$ cat src/rtl/alu.sv
// alu: N-bit arithmetic/logic unit with registered result and NZCV flags.
// The result and flags are computed combinationally from the current operands
// and opcode, then captured on every rising clock edge. Latency is 1 cycle.
module alu #(
    parameter int N = 32
) (
    input  logic         clk,
    input  logic         rst_n,
    input  logic [N-1:0] a_num,
    input  logic [N-1:0] b_num,
    input  logic [2:0]   ALUControl,
    output logic [N-1:0] ALUResult,
    output logic [3:0]   ALUFlags
);

    localparam int SW = $clog2(N);

    typedef enum logic [2:0] {
        OP_ADD = 3'b000,
        OP_SUB = 3'b001,
        OP_AND = 3'b010,
        OP_OR  = 3'b011,
        OP_XOR = 3'b100,
        OP_LSL = 3'b101,
        OP_LSR = 3'b110,
        OP_ASR = 3'b111
    } alu_op_e;

    alu_op_e       op;
    logic [SW-1:0] shamt;
    logic [N:0]    sum_add;
    logic [N:0]    sum_sub;
    logic [N-1:0]  res;
    logic          flag_n;
    logic          flag_z;
    logic          flag_c;
    logic          flag_v;

    assign op    = alu_op_e'(ALUControl);
    // Only the low log2(N) bits of b select the shift distance.
    assign shamt = b_num[SW-1:0];

    // N+1-bit sums so the carry out of bit N-1 lands in bit N.
    assign sum_add = {1'b0, a_num} + {1'b0, b_num};
    assign sum_sub = {1'b0, a_num} + {1'b0, ~b_num} + {{N{1'b0}}, 1'b1};

    // Select the result and the op-dependent carry/overflow flags.
    always_comb begin
        res    = '0;
        flag_c = 1'b0;
        flag_v = 1'b0;
        case (op)
            OP_ADD: begin
                res    = sum_add[N-1:0];
                flag_c = sum_add[N];
                flag_v = (a_num[N-1] == b_num[N-1]) && (sum_add[N-1] != a_num[N-1]);
            end
            OP_SUB: begin
                res    = sum_sub[N-1:0];
                flag_c = sum_sub[N];
                flag_v = (a_num[N-1] != b_num[N-1]) && (sum_sub[N-1] != a_num[N-1]);
            end
            OP_AND: res = a_num & b_num;
            OP_OR:  res = a_num | b_num;
            OP_XOR: res = a_num ^ b_num;
            OP_LSL: res = a_num << shamt;
            OP_LSR: res = a_num >> shamt;
            OP_ASR: res = $unsigned($signed(a_num) >>> shamt);
            default: res = '0;
        endcase
    end

    assign flag_n = res[N-1];
    assign flag_z = (res == '0);

    // Output registers: capture result and flags every edge; async clear.
    always_ff @(posedge clk or negedge rst_n) begin
        if (!rst_n) begin
            ALUResult <= '0;
            ALUFlags  <= '0;
        end else begin
            ALUResult <= res;
            ALUFlags  <= {flag_n, flag_z, flag_c, flag_v};
        end
    end

endmodule

$ cat config.mk
export PLATFORM = sky130hd
export DESIGN_NAME = alu
export DESIGN_NICKNAME = d
export VERILOG_FILES = /design/src/rtl/alu.sv
export SDC_FILE = /design/constraint.sdc
export NUM_CORES = 1
export LEC_CHECK = 0
export BUFFER_PORTS_ARGS = -buffer_cell sky130_fd_sc_hd__buf_2
export CORE_MARGIN = 10
export CORE_UTILIZATION = 60
export CTS_BUF_LIST = sky130_fd_sc_hd__clkbuf_16
export CTS_CLUSTER_SIZE = 25
export DETAILED_ROUTE_END_ITERATION = 10
export PLACE_DENSITY = 0.8
export SYNTH_ARGS = -nofsm -noshare
export SYNTH_HDL_FRONTEND = slang
export SYNTH_SLANG_ARGS = --single-unit
$ cat constraint.sdc
create_clock -name clk -period 0.8 [get_ports clk]
set_input_delay 0.04 -clock clk [delete_from_list [all_inputs] [get_ports clk]]
set_output_delay 0.04 -clock clk [all_outputs]
set_load 0.02 [all_outputs]
==> key figures, run 1 <==
Run status
  – Status: stopped before the end
  – Fail Step: 4_1_cts
  – Stop err: [ERROR DPL-0038] Utilization greater than 100%, impossible to legalize

Place
  – Hpwl dp: 50.13 mm
  – Port bufs: 104
  – Routability cong.: 1.281

Synth
  – Synthesis Warnings: 0
  – Number of synthesized flops with an enable pin: 0
  – Synth cell types: 90
  – Cell taking the most area after synthesis: ha_1
  – Synth Flop Type: dfrtp_1
  – Synth area leaders: ha_1, dfrtp_1, mux4_2
  – Seq/Total Area, Yosys: 0.08518
  – Cells after synthesis: 1412
  – Most numerous cell in the Yosys netlist: nor2_1
  – Synthesized cell area: 10280 um2
  – Yosys reg bits: 35
  – Post-Syn Nets: 1580
  – Ys async rst share: 1.000
  – Post-synth top cells: nor2_1, nand2_1, a21oi_1
  – Mean post-synth cell area: 7.282 um2
  – Top cell type's share of synthesized area: 0.1180

Clock network
  – Hold buffer count at cts: 1
  – Post-CTS Setup Bufs: 103
  – Max clock buf depth: 2
  – H-Tree Depth: 2
  – Clk sinks: 35
  – Total CTS buffers: 5
  – CTS resizes: 431
  – Root Buffer: clkbuf_16

Floorplanning
  – Initial Utilization: 0.6157
  – Row count: 47
  – Die Ht: 150.9 um
  – DIE WIDTH: 150.9 um
  – Ports: 105
==> through the flow <==
stage                     std cells  area (um2)  utilization  setup TNS [ps]  worst slack, ps
after detailed placement       2224       15350       0.9189          -72000            -3479
after floorplan                1412       10650            -          -54950            -2744
after global placement         2224       15350       0.9189          -66590            -3221
==> kinds of logic after synthesis <==
kind of cell    synth area share
buf+inv                  0.08420
mux                       0.1607
simple gates              0.2155
fa+ha+maj                 0.1219
compound gates            0.3129
flops                    0.08518
xor+xnor                 0.01959
==> run 2, diff against run 1 <==
Settings changed: CORE_UTILIZATION 60 to 40, CTS_BUF_LIST sky130_fd_sc_hd__clkbuf_16 to default, CTS_CLUSTER_SIZE 25 to default, PLACE_DENSITY 0.8 to default, PLACE_DENSITY_LB_ADDON from default to 0.15.
==> run 2 against run 1 <==
Compared with the run above:
- the flow now finishes, with violations (setup timing)
- synthesized cell count did not move
- area after synthesis unchanged
==> key figures, run 2 <==
Floorplanning
  – Initial Utilization: 0.4072 (-0.2085)
  – Core Area: 25250 um2
  – Die Ht: 180.3 um (+19%)
  – Row count: 58 (+23%)
  – DIE WIDTH: 180.3 um (+19%)
  – Ports: 105 (unchanged)
  – Die area: 32520 um2

Final layout
  – Commonest non-fill, non-tap cell in the layout: buf_4
  – Layout area overhead: 82.43%
  – Commonest cells after routing, fill and taps aside: buf_4, nor2_1, nand2_1, buf_6, inv_1
  – Biggest register: ALUResult
  – Max FFs per register: 31
  – Final nets: 2299
  – Antenna cells: 0
  – Fill cell count: 1921
  – Share of post-route cells with drive strength above 1: 0.5469
  – Top flop regs: ALUResult x31, ALUFlags x4

Drt
  – Drt drc: 0
  – Wire per inst: 26.06 um
  – Wirelength, routed: 64.16 mm
  – Pre-antenna DRT Iters: 6
  – Vias: 15608
  – Post-route antenna net violation count: 0
  – Via/cell ratio: 6.340
  – Iteration-0 DRC Markers: 1939

Synth
  – Cells after synthesis: 1412 (unchanged)
  – Ys async rst share: 1.000 (unchanged)
  – Post-synth top cells: nor2_1, nand2_1, a21oi_1
  – Synth area leaders: ha_1, dfrtp_1, mux4_2
  – Seq/Total Area, Yosys: 0.08518 (unchanged)
  – Top cell type's share of synthesized area: 0.1180 (unchanged)
  – Synthesized cell area: 10280 um2 (unchanged)
  – Post-Syn Nets: 1580 (unchanged)
  – Yosys reg bits: 35 (unchanged)
  – Synthesis Warnings: 0 (unchanged)
  – Synth Flop Type: dfrtp_1
  – Cell taking the most area after synthesis: ha_1
  – Synth cell types: 90 (unchanged)
  – Number of synthesized flops with an enable pin: 0 (unchanged)
  – Mean post-synth cell area: 7.282 um2 (unchanged)
  – Most numerous cell in the Yosys netlist: nor2_1

Clock network
  – Clk sinks: 35 (unchanged)
  – CTS tree: done
  – CTS clock-pin slew for the worst setup and hold paths: 80 ps
  – Total CTS buffers: 5 (unchanged)
  – H-Tree Depth: 2 (unchanged)
  – Root Buffer: clkbuf_16
  – Max clock buf depth: 2 (unchanged)

Global route
  – GRT Util Overall: 0.3655
  – Vias in the first global route: 15127
  – Initial antenna violation count: 0
  – First-pass GRT wire length: 93.42 mm
  – Grt ovf: 0
  – Largest net degree at the start of global routing: 36

Setup path
  – Crit path buffers/inverters: 4
  – Most used cell, CP: buf_4
  – CP top delay family: compound AO/OA/AOI/OAI gates
  – CP peak stage delay: 430 ps
  – Worst-path cell chain: buf_16, ha_4, fa_2, a211oi_4, buf_4, o41ai_4, or2_1, buf_6, a21oi_4, nand4b_1, a22o_1, xnor2_1, a2111oi_2, buf_4, o211ai_1, or4_1, nor4_2
  – Req. time, crit path: 1030 ps
  – Worst Path Max Fanout: 7
  – Crit Path Class: in2reg
  – Crit. End Element: flip-flop
  – CP max stage cell: or4_1
  – Startpoint Class: input port
  – CP arrival: 3670 ps

STA
  – F_max: 290.5 MHz
  – Setup ws final: -2642 ps
  – Final-report max-slew violation count: 0
  – Final Hold Fails: 0
  – Slew HR: 0.4068
  – Setup tns final: -56920 ps
  – Period Utilization, post-route: 4.302
  – RSZ-0062 raised after global routing: yes
  – Final setup fails: 71
  – Worst-margin pin slew: 878.4 ps
  – Minimum clock period: 3442 ps

Place
  – Hpwl dp: 50.26 mm (+0.26%)
  – Routability cong.: 1.087 (-15%)
  – Port bufs: 104 (unchanged)
  – Pre-CTS setup slack: -3660 ps (-180.6 ps)

Flow run
  – MaxCap Viol Count: 0

Power
  – VDD IR max: 1166 uV
  – Leak: 8.647 nW
  – Pwr dens: 1038 nW/um2

Min path
  – Hold WC Path Type: in2reg

Run status
  – Failing checks: setup timing
  – Status: finished with violations
## run 2: what timing repair did
action / in CTS / in global routing
hold buffers: 1 / 0
setup buffers: 55 / 48
endpoints found under the hold margin: 35 / 0
resized for setup: 328 / 166
pin swaps: 75 / 125
endpoints found under the setup margin: 71 / 71
cloned: 1 / 0
## run 2: area by class of cell
type,count,area [um2],share of cell area
flip-flops and latches,35,875.8,0.04669
inverters,102,434.2,0.02315
well taps,330,412.9,0.02201
repair buffers,813,6595,0.3516
clock inverters,3,20.02,0.001067
multi-input cells,1174,10290,0.5488
clock buffers,5,125.1,0.006670
## run 2: kinds of logic after synthesis
group / share of synthesized area
simple gates: 0.2155
compound gates: 0.3129
buf+inv: 0.08420
mux: 0.1607
fa+ha+maj: 0.1219
flops: 0.08518
xor+xnor: 0.01959
## run 2: worst paths after layout
kind                           start      endpoint  slack [ps]  depth (start not counted)
hold / removal             b_num[31]   ALUFlags[1]         200                          4
setup / recovery            b_num[0]   ALUFlags[2]       -2640                         17
max in group asynchronous      rst_n  ALUResult[0]         310                          3
min in group asynchronous      rst_n   ALUFlags[1]         210                          3
## run 2: per-layer routing
layer  GRT usage  routed length, um  vias up
met1      0.4540              24130     7475
met4      0.1886               3981        0
met3     0.06687               6740      270
met5           0                  0        -
li1            -                  -     6727
met2      0.5917              29310     1136
## run 2: stage by stage
stage               hold slack (ps)  power, W  utilization  instance area, um2  instances
detailed placement            36.18   0.01404       0.6287               15880       2383
CTS                           177.3   0.01802       0.7050               17800       2436
floorplan                    -255.6  0.007764            -               10650       1412
global placement              27.06   0.01393       0.6287               15880       2383
finish                        199.1   0.01947       0.7428               18760       2462
global route                  230.7   0.02018       0.7428               18760       2462
## run 2: power by group
part	leakage, nW	total, W	switching (W)	internal (W)
registers	0.426	0.00219	0.000144	0.00204
logic	8.15	0.0151	0.00776	0.00734
clock network	0.0658	0.00218	0.00102	0.00116
Power figures use the tool's default switching activity.
==> run 3, diff against run 2 <==
Settings changed: CORE_UTILIZATION 40 to 63.
==> run 3 against run 2 <==
Compared with the run above:
- the run now fails in 4_1_cts
- area after synthesis stayed put
- synthesized cell count did not move
==> key figures, run 3 <==
Run status
  – Status: stopped before the end
  – Fail Step: 4_1_cts
  – Stop err: [ERROR DPL-0038] Utilization greater than 100%, impossible to legalize

Synth
  – Post-synth top cells: nor2_1, nand2_1, a21oi_1
  – Top cell type's share of synthesized area: 0.1180 (unchanged)
  – Synth Flop Type: dfrtp_1
  – Seq/Total Area, Yosys: 0.08518 (unchanged)
  – Synthesis Warnings: 0 (unchanged)
  – Synthesized cell area: 10280 um2 (unchanged)
  – Cell taking the most area after synthesis: ha_1
  – Yosys reg bits: 35 (unchanged)
  – Mean post-synth cell area: 7.282 um2 (unchanged)
  – Cells after synthesis: 1412 (unchanged)
  – Synth area leaders: ha_1, dfrtp_1, mux4_2
  – Post-Syn Nets: 1580 (unchanged)
  – Number of synthesized flops with an enable pin: 0 (unchanged)
  – Ys async rst share: 1.000 (unchanged)
  – Synth cell types: 90 (unchanged)
  – Most numerous cell in the Yosys netlist: nor2_1

Place
  – DP Cell Count: 2227 (-6.5%)
  – Port bufs: 104 (unchanged)
  – Routability cong.: 1.251 (+15%)
  – Hpwl dp: 53.48 mm (+6.4%)

Clock network
  – Max clock buf depth: 2 (unchanged)
  – Post-CTS Setup Bufs: 75 (+36%)
  – Clk sinks: 35 (unchanged)
  – CTS resizes: 492 (+50%)
  – H-Tree Depth: 2 (unchanged)
  – Root Buffer: clkbuf_16
  – Hold buffer count at cts: 1 (unchanged)
  – Total CTS buffers: 5 (unchanged)

Floorplanning
  – Die Ht: 147.8 um (-18%)
  – Row count: 46 (-21%)
  – Initial Utilization: 0.6450 (+0.2378)
  – DIE WIDTH: 147.8 um (-18%)
  – Ports: 105 (unchanged)
==> run 3: logic make-up after synthesis <==
logic type,Yosys count,synth area share
AND/OR/NAND/NOR,471,0.2155
flip-flops,35,0.08518
XOR/XNOR,23,0.01959
multiplexers,112,0.1607
buffers and inverters,203,0.08420
adder cells (fa/ha/maj),99,0.1219
AO/OA/AOI/OAI,469,0.3129
==> run 3: metrics by stage <==
stage / hold WS [ps] / setup slack (ps) / cell area (um2) / TNS (ps)
2_1_floorplan: -255.6 / -2744 / 10650 / -54950
3_3_place_gp: 18.28 / -2961 / 15420 / -65010
3_5_place_dp: 36.77 / -3296 / 15420 / -71010
